===== src/rtl/rip_branch_target_buffer.sv =====
// Direct-mapped branch target buffer: 1-cycle registered lookup, execute-stage write-back, bulk invalidate.
// Optional same-cycle update-to-lookup forwarding is enabled with `define RIP_BTB_BYPASS_EN.
module rip_branch_target_buffer #(
  parameter int BTB_ENTRIES = 64,
  parameter int INDEX_WIDTH = $clog2(BTB_ENTRIES),
  parameter int TAG_WIDTH   = 30 - INDEX_WIDTH
) (
  input  logic        clk,
  input  logic        rstn,
  input  logic        lookup_valid,
  input  logic [31:0] lookup_pc,
  output logic        hit,
  output logic [31:0] target,
  input  logic        update_valid,
  input  logic [31:0] update_pc,
  input  logic        update_taken,
  input  logic [31:0] update_target,
  input  logic        invalidate
);

  logic [BTB_ENTRIES-1:0] valid_q;
  logic [TAG_WIDTH-1:0]   tag_q [BTB_ENTRIES];
  logic [29:0]            tgt_q [BTB_ENTRIES];

  logic [INDEX_WIDTH-1:0] lk_idx;
  logic [INDEX_WIDTH-1:0] up_idx;
  logic [TAG_WIDTH-1:0]   lk_tag;
  logic [TAG_WIDTH-1:0]   up_tag;
  logic                   lk_match;
  logic                   up_match;
  logic                   wr_taken;
  logic                   clr_not_taken;
  logic                   hit_d;
  logic [29:0]            tgt_d;
  logic [31:0]            target_d;
  logic                   unused_low_bits;

  assign lk_idx = lookup_pc[INDEX_WIDTH+1:2];
  assign lk_tag = lookup_pc[31:INDEX_WIDTH+2];
  assign up_idx = update_pc[INDEX_WIDTH+1:2];
  assign up_tag = update_pc[31:INDEX_WIDTH+2];

  // PC and target bits [1:0] carry no information for word-aligned fetch.
  assign unused_low_bits = ^{lookup_pc[1:0], update_pc[1:0], update_target[1:0]};

  assign lk_match = valid_q[lk_idx] && (tag_q[lk_idx] == lk_tag);
  assign up_match = valid_q[up_idx] && (tag_q[up_idx] == up_tag);

  // invalidate wins over any concurrent update, which is simply dropped.
  assign wr_taken      = update_valid && update_taken && !invalidate;
  assign clr_not_taken = update_valid && !update_taken && !invalidate && up_match;

  always_comb begin
    hit_d = lookup_valid && lk_match;
    tgt_d = tgt_q[lk_idx];
`ifdef RIP_BTB_BYPASS_EN
    // Present the lookup with the table as it will look after this edge.
    if (lookup_valid && update_valid && (up_idx == lk_idx)) begin
      if (update_taken) begin
        hit_d = (up_tag == lk_tag);
        tgt_d = update_target[31:2];
      end else if (up_tag == lk_tag) begin
        hit_d = 1'b0;
      end
    end
    if (invalidate) begin
      hit_d = 1'b0;
    end
`endif
    target_d = hit_d ? {tgt_d, 2'b00} : 32'h0;
  end

  always_ff @(posedge clk) begin
    if (!rstn) begin
      hit    <= 1'b0;
      target <= 32'h0;
    end else begin
      hit    <= hit_d;
      target <= target_d;
    end
  end

  always_ff @(posedge clk) begin
    if (!rstn) begin
      valid_q <= '0;
    end else if (invalidate) begin
      valid_q <= '0;
    end else if (wr_taken) begin
      valid_q[up_idx] <= 1'b1;
    end else if (clr_not_taken) begin
      valid_q[up_idx] <= 1'b0;
    end
  end

  // Tag/target storage has no reset so it can map onto distributed RAM.
  always_ff @(posedge clk) begin
    if (rstn && wr_taken) begin
      tag_q[up_idx] <= up_tag;
      tgt_q[up_idx] <= update_target[31:2];
    end
  end

endmodule


===== config.mk =====
export PLATFORM = sky130hd
export DESIGN_NAME = rip_branch_target_buffer
export DESIGN_NICKNAME = d
export VERILOG_FILES = /design/src/rtl/rip_branch_target_buffer.sv
export SDC_FILE = /design/constraint.sdc
export NUM_CORES = 2
export LEC_CHECK = 0
export CAP_MARGIN = 0
export CORE_MARGIN = 8
export CORE_UTILIZATION = 60
export DETAILED_ROUTE_END_ITERATION = 6
export PLACE_DENSITY = 0.72
export SYNTH_ARGS = -nofsm -noshare
export SYNTH_HDL_FRONTEND = slang
export SYNTH_SLANG_ARGS = --single-unit

===== constraint.sdc =====
create_clock -name clk -period 10.6 [get_ports clk]
set_input_delay 3.18 -clock clk [delete_from_list [all_inputs] [get_ports clk]]
set_output_delay 3.18 -clock clk [all_outputs]
set_load 0.02 [all_outputs]

==> metrics.cfg <==
[outcome]
status=finished, violations left
violations=capacitance limit, slew limit

[sta]
tightest_slew_ps=1590
setup-violations-final=0
fin_crit_sh_pct=75.4
fin_skew_ps=59.2
timing.fmax_mhz=125
max_slew_margin_pct=-6.45
hold_viol=0
post-route-min-period_ps=7990
tns_ps=0
rsz0062_at_grt=false
drv_slew=16

[synth]
ys_ff_latch=3551
ys_warn_count=0
async_flop_share_pct=0
synth_area_leaders=edfxtp_1 70%, mux4_2 20%, dfxtp_1 1.3%
netlist_top_cells_count=3456 x edfxtp_1, 1350 x mux4_2, 258 x clkbuf_1
synthMostInstantiatedCell=edfxtp_1
seq_area_frac_synth_pct=71.2
yosys.area.top_type_share_pct=69.9
synth_edf_count=3456
ys.flop_type=edfxtp_1
postSynthCellCount=6822
netlist_area_mm2=0.148
syn-mean-instance-area_um2=21.8
ys_types=72
yosysTopAreaCell=edfxtp_1

[clock_network]
hold_buffers=0
cts_root_buf=clkbuf_16
cts_buffers=366
cts-resized-gates=0
cts_setup_buffers=0
insertion_delay_ps=990
clock-sinks=3551
path_clk_slew_ps=60
htreeDepth=5
cts_tree=done
cts_buffer_depth=4

[finish]
syn_to_final_growth_pct=12.2
fin_nets=7220
drive_above_1_share_pct=32.7

[placement]
portBuffers=126
dp_hpwl_mm=250
finalWeightedCongestion=0.905

[critical_path]
path_delay_family=simple AND/OR/NAND/NOR gates
r2r_slack_ps=5650
path_max_fanout=15
required_ps=11440
cp_common_cell=buf_4
cp_slowest_cell=clkdlybuf4s50_1
start_kind=primary input
endpoint_kind=flip-flop
critPathArrivalTime_ps=8820
crit_path_cell_trace=clkdlybuf4s50_1, buf_4, or3b_2, buf_4, buf_4, a21oi_1, nand3_1, nand3_1, a211oi_1, xnor2_1, nor3_1, nand4_4, nor4_4, a31oi_1
worst-path-buf-inv=4
crit_type=primary input to flip-flop
cp_slowest_stage_delay_ps=1020

[floorplan]
core_area_mm2=0.246
initial_utilization_pct=60.4
rows=182
die_w_um=513
ioPinCount=135
fp.dieH_um=513
dieArea_mm2=0.264

[power]
power.switching_mw=6.40
power_mw=29.8
power_frac_seq_pct=51.7
intPower_mw=23.4
leakage_nw=51.8
clock_power_share_pct=42.2
ir_drop_v=0.000178
power.density_mw_per_mm2=179
p_comb_share_pct=6.1
switching_share_pct=21.5

[detailed_routing]
routedWlPerCell_um=44.7
wirelength_mm=475
drt_first_pass_iters=7
routed-via-count=83682
ant_nets=0
viasPerCell=7.88
drt_first_iter_violations=15225
drc=0

[global_routing]
antenna_found_initial=24
grt_pass1_wl_mm=650
grt_pass1_vias=82038
gr-usage-all-layers_pct=35.5
overflow=0
grt_max_degree=137

[run]
max_cap_violations=2

[hold_path]
worstHoldPathType=flip-flop to flip-flop

-- cells by family after synthesis --
logic type | count (synthesis) | synth area share, %
simple gates | 448 | 1.59
xor+xnor | 46 | 0.271
flops | 3551 | 71.2
compound gates | 653 | 3.11
other cells | 1 | 0.00253
mux | 1615 | 22.3
buf+inv | 508 | 1.50
-- registers in the layout, summed over array words and instances, names as in the netlist, named ones only --
signal	count
hit	1
target	30
tgt_q	1920
tag_q	1536
-- layout by cell type, fill, tap and decap left out, types with 76 or more instances in the layout --
master	netlist	layout
a22oi_1	100	100
buf_4	32	240
nor2_1	162	95
clkbuf_16	0	373
nand2_1	77	77
mux4_2	1350	1350
mux2i_1	179	179
dfxtp_1	95	95
mux2_2	84	84
edfxtp_1	3456	3456
o21ai_0	115	115
a221oi_1	92	92
clkdlybuf4s50_1	0	79
o22ai_1	76	76
-- metal layers --
layer	GRT usage (%)	vias to the layer above	routed length [um]
li1	-	30357	-
met1	47.3	43739	158000
met2	53.0	7951	215000
met3	10.7	1625	68500
met4	20.3	10	32600
met5	0	-	85
-- worst register-to-register path, stage by stage (launching register included) --
cell and delay [ps]:
edfxtp_1 400, mux4_2 470, mux2i_1 380, o22ai_1 150, nor4_1 610, xor2_1 660
nand4_1 270, or4_1 980, nor4_4 720, a31oi_1 190
-- power by group through the flow --
stage	Sequential (mW)	Clock [mW]	Combinational, mW
6_report	15.4	12.6	1.83
5_1_grt	15.4	13.1	1.87
4_1_cts	15.4	12.6	1.79
3_5_place_dp	15.7	0	1.78
3_3_place_gp	15.7	0	1.75
2_1_floorplan	15.7	0	1.07
-- stage by stage --
step / setup slack [ps] / utilization [%] / std cells / hold WS [ps] / instance area (um^2)
floorplan: 2530 / - / 6823 / 520 / 148000
global placement: 2000 / 63.1 / 9970 / 545 / 155000
detailed placement: 1920 / 63.1 / 9970 / 549 / 155000
CTS: 2970 / 67.7 / 10607 / 565 / 167000
global route: 2700 / 67.7 / 10613 / 580 / 167000
finish: 2610 / 67.7 / 10626 / 566 / 167000
-- path summary, 6_finish.rpt --
| kind | start | to | depth (start not counted) |
|---|---|---|---|
| min reg2reg | flip-flop | flip-flop | 2 |
| max reg2reg | tag_q[58][9] | flip-flop | 9 |
| max | update_pc[7] | flip-flop | 14 |
| min | flip-flop | flip-flop | 2 |
-- layout make-up --
class / count / area [um^2]
antenna: 19 / 47.5
clock buffer: 457 / 9830
clock inverter: 180 / 1640
fill: 15069 / 79300
inverter: 6 / 26.3
multi-input combinational: 2764 / 41200
sequential: 3551 / 106000
tap: 3220 / 4030
timing repair buffer: 429 / 4190
Power figures use the tool's default switching activity.
